## config.mk

```make
export PLATFORM = sky130hd
export DESIGN_NAME = ifetch
export DESIGN_NICKNAME = d
export VERILOG_FILES = /design/src/rtl/ifetch_pkg.sv /design/src/rtl/ifetch_fifo.sv /design/src/rtl/ifetch.sv
export SDC_FILE = /design/constraint.sdc
export NUM_CORES = 1
export LEC_CHECK = 0
export BUFFER_PORTS_ARGS = -buffer_cell sky130_fd_sc_hd__clkbuf_2
export CAP_MARGIN = 20
export CELL_PAD_IN_SITES_DETAIL_PLACEMENT = 1
export CELL_PAD_IN_SITES_GLOBAL_PLACEMENT = 2
export CORE_MARGIN = 2
export CORE_UTILIZATION = 33
export CTS_CLUSTER_DIAMETER = 200
export DETAILED_ROUTE_END_ITERATION = 8
export HOLD_SLACK_MARGIN = 0.03
export PLACE_DENSITY = 0.81
export SKIP_CTS_REPAIR_TIMING = 1
export SLEW_MARGIN = 25
export SYNTH_ARGS = -nofsm -noshare
export SYNTH_HDL_FRONTEND = slang
export SYNTH_HIERARCHICAL = 1
export SYNTH_SLANG_ARGS = --single-unit
export TNS_END_PERCENT = 20
```

## constraint.sdc

```tcl
create_clock -name clk_i -period 5.91 [get_ports clk_i]
set_input_delay 0.591 -clock clk_i [delete_from_list [all_inputs] [get_ports clk_i]]
set_output_delay 0.591 -clock clk_i [all_outputs]
set_load 0.05 [all_outputs]
```

## src/rtl/ifetch_pkg.sv

```systemverilog
// Shared widths, reset base and fetch-entry layout for the instruction fetch front end.
package ifetch_pkg;

  localparam int SYS_ADDR_SPACE = 32;
  localparam int INST_WIDTH     = 32;

  localparam logic [SYS_ADDR_SPACE-1:0] MEM_BASE   = 32'h0000_0000;
  localparam logic [SYS_ADDR_SPACE-1:0] INST_BYTES = 32'd4;

  // One FIFO slot: the PC travels alongside the instruction it fetched.
  typedef struct packed {
    logic [SYS_ADDR_SPACE-1:0] pc;
    logic [INST_WIDTH-1:0]     inst;
  } fetch_entry_t;

  localparam int ENTRY_WIDTH = $bits(fetch_entry_t);

  // Redirect targets are forced onto a word boundary; misalignment is not trapped here.
  function automatic logic [SYS_ADDR_SPACE-1:0] align_word(input logic [SYS_ADDR_SPACE-1:0] addr);
    return {addr[SYS_ADDR_SPACE-1:2], 2'b00};
  endfunction

endpackage

```

## src/rtl/ifetch_fifo.sv

```systemverilog
// Small skid FIFO holding {pc, inst} pairs between the ROM response and decode.
// Head data reads as zero while empty; flush empties it in one cycle.
module ifetch_fifo
  import ifetch_pkg::*;
#(
  parameter int DEPTH = 2,
  localparam int CW   = $clog2(DEPTH + 1),
  localparam int PW   = (DEPTH > 1) ? $clog2(DEPTH) : 1
) (
  input  logic                   clk_i,
  input  logic                   rst_ni,
  input  logic                   push,
  input  logic [ENTRY_WIDTH-1:0] wdata,
  input  logic                   pop,
  input  logic                   flush,
  output logic [CW-1:0]          count,
  output logic [ENTRY_WIDTH-1:0] head
);

  logic [ENTRY_WIDTH-1:0] mem [DEPTH];
  logic [PW-1:0]          wr_ptr;
  logic [PW-1:0]          rd_ptr;

  function automatic logic [PW-1:0] next_ptr(input logic [PW-1:0] p);
    return (p == PW'(DEPTH - 1)) ? '0 : p + PW'(1);
  endfunction

  // Pointer and occupancy bookkeeping; flush discards everything queued.
  always_ff @(posedge clk_i or negedge rst_ni) begin
    if (!rst_ni) begin
      wr_ptr <= '0;
      rd_ptr <= '0;
      count  <= '0;
    end else if (flush) begin
      wr_ptr <= '0;
      rd_ptr <= '0;
      count  <= '0;
    end else begin
      if (push) wr_ptr <= next_ptr(wr_ptr);
      if (pop)  rd_ptr <= next_ptr(rd_ptr);
      case ({push, pop})
        2'b10:   count <= count + CW'(1);
        2'b01:   count <= count - CW'(1);
        default: count <= count;
      endcase
    end
  end

  // Storage needs no reset: an entry is only visible once count covers it.
  always_ff @(posedge clk_i) begin
    if (push && !flush) mem[wr_ptr] <= wdata;
  end

  assign head = (count != '0) ? mem[rd_ptr] : '0;

endmodule

```

## src/rtl/ifetch.sv

```systemverilog
// Instruction fetch: sequential PC generation, ROM request issue, one outstanding
// read tracked across the ROM's 1-cycle latency, and redirect with full flush.
module ifetch
  import ifetch_pkg::*;
#(
  parameter logic [SYS_ADDR_SPACE-1:0] RESET_PC = MEM_BASE,
  parameter int                        DEPTH    = 2
) (
  input  logic                      clk_i,
  input  logic                      rst_ni,
  input  logic                      redirect_i,
  input  logic [SYS_ADDR_SPACE-1:0] redirect_pc_i,
  output logic                      rom_re_o,
  output logic [SYS_ADDR_SPACE-1:0] rom_addr_o,
  input  logic [INST_WIDTH-1:0]     rom_inst_i,
  output logic                      inst_valid_o,
  input  logic                      inst_ready_i,
  output logic [INST_WIDTH-1:0]     inst_o,
  output logic [SYS_ADDR_SPACE-1:0] pc_o
);

  localparam int CW = $clog2(DEPTH + 1);
  localparam int OW = CW + 1;

  logic [SYS_ADDR_SPACE-1:0] pc_q;
  logic [SYS_ADDR_SPACE-1:0] inflight_pc_q;
  logic                      inflight_q;

  logic [CW-1:0]             fifo_count;
  logic [ENTRY_WIDTH-1:0]    fifo_head;
  fetch_entry_t              head_entry;
  fetch_entry_t              resp_entry;

  logic [SYS_ADDR_SPACE-1:0] target;
  logic [OW-1:0]             occupancy;
  logic                      pop;
  logic                      push;
  logic                      issue;

  assign target = align_word(redirect_pc_i);

  // Redirect hides the head so decode never takes a stale instruction.
  assign inst_valid_o = (fifo_count != '0) & ~redirect_i;
  assign pop          = inst_valid_o & inst_ready_i;

  // Every outstanding read reserves a FIFO slot, so a response always fits.
  assign occupancy = {1'b0, fifo_count} + OW'(inflight_q) - OW'(pop);
  assign issue     = rst_ni & (redirect_i | (occupancy < OW'(DEPTH)));

  assign rom_re_o   = issue;
  assign rom_addr_o = redirect_i ? target : pc_q;

  // A response landing in a redirect cycle belongs to the old stream and is dropped.
  assign push                = inflight_q & ~redirect_i;
  assign resp_entry.pc       = inflight_pc_q;
  assign resp_entry.inst     = rom_inst_i;

  // PC advance and in-flight tracking; redirect restarts the stream at the aligned target.
  always_ff @(posedge clk_i or negedge rst_ni) begin
    if (!rst_ni) begin
      pc_q          <= RESET_PC;
      inflight_q    <= 1'b0;
      inflight_pc_q <= '0;
    end else begin
      inflight_q <= issue;
      if (redirect_i) begin
        inflight_pc_q <= target;
        pc_q          <= target + INST_BYTES;
      end else if (issue) begin
        inflight_pc_q <= pc_q;
        pc_q          <= pc_q + INST_BYTES;
      end
    end
  end

  ifetch_fifo #(
    .DEPTH (DEPTH)
  ) u_fifo (
    .clk_i  (clk_i),
    .rst_ni (rst_ni),
    .push   (push),
    .wdata  (resp_entry),
    .pop    (pop),
    .flush  (redirect_i),
    .count  (fifo_count),
    .head   (fifo_head)
  );

  assign head_entry = fetch_entry_t'(fifo_head);
  assign inst_o     = head_entry.inst;
  assign pc_o       = head_entry.pc;

endmodule
```

==> metrics.txt, run 1 <==
outcome finished, final reports clean; WHS 0.347 ns; Initial Utilization 0.339; pwr/cell area 387 nW/um^2; achievable frequency 271 MHz; Setup crit end kind output pin; crit share post-route 0.623; Ports 166; worst vdd ir 0.149 mV; Final ANT Viol Nets 0; total number of vias 5677; largest net degree at the start of global routing 66; Hold Path Class in -> reg; sequential group share of total power 0.447; Core Box Area 25300 sq um; Iter 0 DRT Violations 250; global-route wire length before repair 31.9 mm; synth warn 6; count of input and output buffers 161; Via density 4.80; minimum clock period 3.68 ns; Post-synth ARST share 0.337; Fin. Hold Viols 0; CP arrival 3.09 ns; CP dominant cell by count nor2_1; post-route setup TNS 0 ns; htree depth 4; CTS Sinks 193; share of cells above drive strength 1 0.264; Main synth FF type edfxtp_1; worst skew pair latency 0.43 ns; Max clock buf depth 2; Slew Limit Fails 0; DR WL/cell 17.5 microns; Worst EP required 5.32 ns; post-synthesis sequential area ratio 0.638; Post-synth EDFFs 128; P_leak 4.04 nW; dpl hpwl 14.1 mm; GPL Wtd Cong 0.762; Die Footprint 27300 sq um; Mapped Avg Cell Area 12.6 sq um; mapped cell area 8570 sq um; Worst path slowest cell fa_1; Tightest Pin Transition 0.918 ns; sw frac 0.368; TritonRoute pass-1 iters 4; Net Sw Power 1.46 mW; worst setup path category reg -> out; crit-path cells inv_1, a21oi_1, and2_1, ha_1, nor2b_1, fa_1, nor2_1, nor2_1, nor2_1, clkbuf_2; Yosys cell types 57; Setup Skew 0.0126 ns; Final Cell Area 10200 sq um; P&R area growth vs syn 19.5%; CTS tree built; unrepaired setup endpoints after global routing false; Die W 165 microns; CTS root buffer clkbuf_16; Layout fillers 2778; Final #Nets 911; CP Launch Type flop; Total Wirelength 20.7 mm; Int Pwr 2.51 mW; Synth Instances 679; initial antenna violation count 1; fraction of power consumed by the clock network 0.285; Post-Place Cell Area 9670 sq um; total track usage 0.154; Setup violations, final 0; number of CTS-inserted buffers 17; Core Rows 58; crit-path max FO 5; GRT overflow 0; # DRC 0; Worst slew margin 0.388; vias in the first global route 5718; FF+latch count, synth 193; combinational group share of total power 0.269; Max-Cap Viols 0; diode count 0; max incr delay on CP 0.49 ns; clk slew on worst S/H paths 0.08 ns; die height 165 microns
-- power groups by stage --
stage	Clock [mW]	Combinational, mW	Sequential (mW)
after detailed placement	0	1.08	1.80
final	1.13	1.07	1.77
after CTS	1.16	1.09	1.78
after global routing	1.20	1.16	1.80
after floorplan	0	0.827	1.76
after global placement	0	1.07	1.79
-- synth_stat cells, types with 3 or more instances --
library cell / instances / area share
nor3_1: 11 / 0.0064
nand3b_1: 5 / 0.0044
mux2i_1: 89 / 0.10
xor2_1: 5 / 0.0051
a211oi_1: 3 / 0.0026
o21ai_0: 7 / 0.0041
nand2_1: 29 / 0.013
a21oi_1: 38 / 0.022
o31ai_1: 8 / 0.0070
buf_2: 9 / 0.0053
o21a_1: 7 / 0.0061
nand4_1: 7 / 0.0051
buf_12: 5 / 0.012
edfxtp_1: 128 / 0.45
dfrtp_1: 65 / 0.19
xnor2_1: 14 / 0.014
inv_1: 28 / 0.012
mux2_2: 8 / 0.011
and3_1: 3 / 0.0022
buf_4: 3 / 0.0026
nor2_1: 128 / 0.056
nand3_1: 16 / 0.0093
buf_6: 4 / 0.0053
clkbuf_1: 12 / 0.0053
-- cell usage in the layout (no fill, tap or decap), types with 3 or more instances in the layout --
master	Yosys	layout
inv_6	0	6
conb_1	1	6
nand4_1	7	7
nor2_1	128	128
mux2_2	8	8
clkbuf_2	0	161
o31ai_1	8	7
dfrtp_1	65	64
nor3_1	11	11
nand3b_1	5	5
a211oi_1	3	3
a21oi_1	38	37
xnor2_1	14	14
edfxtp_1	128	128
clkinv_4	0	3
buf_4	3	9
clkbuf_16	0	17
nand2_1	29	29
o21a_1	7	7
xor2_1	5	5
inv_1	28	28
inv_8	0	3
mux2i_1	89	89
and3_1	3	3
nand3_1	16	16
o21ai_0	7	7
-- cell families (layout without fill, tap and decap cells) --
kind of cell	Yosys count	in the layout	synth area share
DFF	193	193	0.638
other	1	6	0.000437
buffers and inverters	62	231	0.0428
and+or+nand+nor	224	224	0.121
muxes	97	97	0.114
AOI/OAI and AO/OA	80	80	0.0584
xor gates and xnor gates	19	19	0.0194
adders and majority gates	3	3	0.00525
-- per-stage QoR --
| stage | setup WS (ns) | utilization | cells | power [mW] |
|---|---|---|---|---|
| 2_1_floorplan | 1.06 | - | 684 | 2.59 |
| 3_3_place_gp | 2.09 | 0.381 | 1149 | 2.86 |
| 3_5_place_dp | 2.09 | 0.382 | 1150 | 2.89 |
| 4_1_cts | 2.20 | 0.404 | 1182 | 4.02 |
| 5_1_grt | 2.00 | 0.404 | 1183 | 4.17 |
| 6_report | 2.23 | 0.404 | 1183 | 3.97 |
-- worst paths after layout --
| path | cells past startpoint | to | startpoint | slack [ns] |
|---|---|---|---|---|
| setup / recovery | 10 | rom_re_o | u_fifo/count[1] | 2.23 |
| hold / removal | 1 | u_fifo/mem[1][20] | rom_inst_i[20] | 0.35 |
| setup reg to reg | 9 | inflight_pc_q[3] | u_fifo/count[1] | 2.27 |
| hold reg to reg | 0 | u_fifo/mem[0][47] | inflight_pc_q[15] | 0.47 |
| max in group asynchronous | 2 | u_fifo/rd_ptr | rst_ni | 4.80 |
| min in group asynchronous | 2 | inflight_pc_q[25] | rst_ni | 0.39 |
-- registers in the layout, indices dropped and copies added, names as in the netlist --
name	cells
u_fifo/mem	128
inflight_q	1
u_fifo/rd_ptr	1
inflight_pc_q	30
pc_q	30
u_fifo/wr_ptr	1
u_fifo/count	2
-- layout make-up --
cell class | instances | area (sq um) | area share
Clock inverter | 13 | 116 | 0.0114
Clock buffer | 19 | 453 | 0.0442
Multi-Input combinational cell | 429 | 2790 | 0.272
Tap cell | 330 | 413 | 0.0403
Inverter | 28 | 105 | 0.0103
Timing Repair Buffer | 171 | 893 | 0.0872
Sequential cell | 193 | 5470 | 0.534
-- metal layers --
metal | vias up | share of wire | GRT usage
met2 | 120 | 0.47 | 0.248
met4 | 2 | 0.012 | 0.0451
met1 | 2796 | 0.47 | 0.211
met3 | 20 | 0.045 | 0.0310
li1 | 2739 | - | -
met5 | - | 0.00063 | 0
-- critical path: cells and delay by family (launching register included) --
kind,cells,cell delay (ns)
compound gates,1,0.18
fa+ha+maj,2,0.75
buf+inv,2,0.42
flops,1,0.47
simple gates,5,0.85
Power figures use the tool's default switching activity.
==> inputs of run 2 (changes only) <==
--- a/config.mk
+++ b/config.mk
@@ -14,7 +14,7 @@
 export CTS_CLUSTER_DIAMETER = 200
 export DETAILED_ROUTE_END_ITERATION = 8
 export HOLD_SLACK_MARGIN = 0.03
-export PLACE_DENSITY = 0.81
+export PLACE_DENSITY = 0.78
 export SKIP_CTS_REPAIR_TIMING = 1
 export SLEW_MARGIN = 25
 export SYNTH_ARGS = -nofsm -noshare
==> constraint.sdc (replaced) <==
create_clock -name clk_i -period 3.8 [get_ports clk_i]
set_input_delay 0.38 -clock clk_i [delete_from_list [all_inputs] [get_ports clk_i]]
set_output_delay 0.38 -clock clk_i [all_outputs]
set_load 0.05 [all_outputs]
==> metrics.txt, run 2 (synthesis results as in run 1) <==
Final Cell Area 10400 sq um (+1.4%); final std cells w/o fill 1193 (+0.85%); number of CTS-inserted buffers 17 (unchanged); placed cells 1161 (+0.96%); DR WL/cell 17.8 microns (+1.9%); Initial Utilization 0.339 (unchanged); htree depth 4 (unchanged); Die Footprint 27300 sq um (unchanged); sw frac 0.360 (-0.00794); total track usage 0.159 (+0.00455); sequential group share of total power 0.439 (-0.008); CP dominant cell by count nor2_1; initial antenna violation count 0 (-1); GRT overflow 0 (unchanged); die height 165 microns (unchanged); total number of vias 5768 (+1.6%); pwr/cell area 605 nW/um^2 (+56%); Core Rows 58 (unchanged); Slew Limit Fails 0 (unchanged); Register-to-Register Path Depth 9 (unchanged); top sig layer met4; Worst EP required 3.42 ns (-1.90 ns); diode count 0 (unchanged); Layout fillers 2771 (-0.25%); WHS 0.0360 ns (-0.311 ns); register name with the most flops u_fifo/mem; reg-to-reg critical path startpoint u_fifo/count[1]; Ports 166 (unchanged); worst vdd ir 0.236 mV (+59%); crit-path max FO 5 (unchanged); Iter 0 DRT Violations 282 (+13%); Core Util, Final 0.410 (+0.00568); Largest regs u_fifo/mem x128, inflight_pc_q x30, pc_q x30; Int Pwr 4.02 mW (+60%); crit-path cells inv_1, a21oi_1, and2_1, ha_1, nor2b_1, fa_1, nor2_1, nor2_1, nor2_1, buf_12; Max-Cap Viols 0 (unchanged); r2r setup slk 0.52 ns (-1.75 ns); CTS tree built; Die W 165 microns (unchanged); Final #Nets 921 (+1.1%); Tightest Pin Transition 0.883 ns (-0.0349 ns); Net Sw Power 2.26 mW (+55%); largest net degree at the start of global routing 72 (+9.1%); Detail Route met2 WL 10.2 mm (+4.5%); worst slack, placed 0.492 ns (-1.60 ns); global-route wire length before repair 32.7 mm (+2.3%); max incr delay on CP 0.50 ns (about the same); GPL Wtd Cong 0.793 (+4.1%); share of cells above drive strength 1 0.272 (+0.00853); Max clock buf depth 2 (unchanged); Final ANT Viol Nets 0 (unchanged); Worst path slowest cell fa_1; CTS root buffer clkbuf_16; R2R Path End inflight_pc_q[3]; CP arrival 3.18 ns (+0.09 ns); Hold Path Class in -> async; Core Box Area 25300 sq um (unchanged); CP Launch Type flop; post-route setup TNS 0 ns (unchanged); minimum clock period 3.56 ns; count of input and output buffers 161 (unchanged); most common cell after layout, fill and taps aside clkbuf_2; final total power 6.28 mW (+58%); Via density 4.83 (+0.75%); highest-count cells in the layout ignoring fill and taps clkbuf_2, nor2_1, edfxtp_1; P_leak 4.11 nW (+1.7%); Setup violations, final 0 (unchanged); # DRC 0 (unchanged); P&R area growth vs syn 21.1%; unrepaired setup endpoints after global routing false; Largest register FFs 128 (unchanged); CTS Sinks 193 (unchanged); Fin. Hold Viols 0 (unchanged); met3 WL post-DR 1.01 mm (+7.6%); outcome finished, final reports clean; fraction of power consumed by the clock network 0.289 (+0.004); crit share post-route 0.936; setup ws final 0.242 ns (-1.98 ns); achievable frequency 281 MHz; clk slew on worst S/H paths 0.08 ns (about the same); Total Wirelength 21.3 mm (+2.8%); Met1 Wirelength 9.85 mm (+0.97%); Setup Skew 0.0102 ns (-0.00241 ns); Worst slew margin 0.410 (+0.0219); Post-Place Cell Area 9790 sq um (+1.2%); worst setup path category reg -> out; TritonRoute pass-1 iters 4 (unchanged); vias in the first global route 5750 (+0.56%); dpl hpwl 14.8 mm (+5.4%); Setup crit end kind output pin; combinational group share of total power 0.272 (+0.003); worst skew pair latency 0.43 ns (about the same)
[run 2: cell types whose count changed in the layout (fill, tap and decap cells not counted), moves of 2 or more]
cell       delta
buf_12        +3
clkbuf_2      -2
clkbuf_8      -2
bufinv_16     +2
buf_4         +8
[run 2: how the worst max path moves through the flow]
stage	cells past startpoint	start	to	slack, ns
4_1_cts	10	u_fifo/count[1]	rom_re_o	0.17
3_3_place_gp	9	redirect_i	inflight_pc_q[3]	0.57
3_5_place_dp	9	redirect_i	inflight_pc_q[3]	0.49
6_report	10	u_fifo/count[1]	rom_re_o	0.24
2_1_floorplan	15	redirect_i	inflight_pc_q[22]	-0.65
5_1_grt	10	u_fifo/count[1]	rom_re_o	0.02
[run 2: power by group through the flow]
stage / sequential (mW) / clock [mW] / combinational, mW
floorplan: 2.73 / 0 / 1.29
global placement: 2.78 / 0 / 1.70
detailed placement: 2.80 / 0 / 1.73
CTS: 2.76 / 1.87 / 1.74
global route: 2.80 / 1.96 / 1.85
finish: 2.76 / 1.82 / 1.71
[run 2: per-layer routing]
| metal | vias up | track usage |
|---|---|---|
| li1 | 2760 | - |
| met3 | 15 | 0.0315 |
| met4 | 0 | 0.0439 |
| met5 | - | 0 |
| met1 | 2867 | 0.217 |
| met2 | 126 | 0.258 |
[run 2: area by class of cell]
class                   count  area (sq um)  area share
inverters                  28           105      0.0101
multi-input cells         429          2790       0.268
repair buffers            181          1010      0.0971
clock inverters            14           169      0.0163
well taps                 330           413      0.0397
clock buffers              18           429      0.0413
flip-flops and latches    193          5470       0.527
[run 2: critical path, delay by kind of cell (launching register included)]
family                   cells  cell delay, ns
AO/OA/AOI/OAI                1            0.25
adder cells (fa/ha/maj)      2            0.77
buffers and inverters        2            0.30
flip-flops                   1            0.47
AND/OR/NAND/NOR              5            0.95
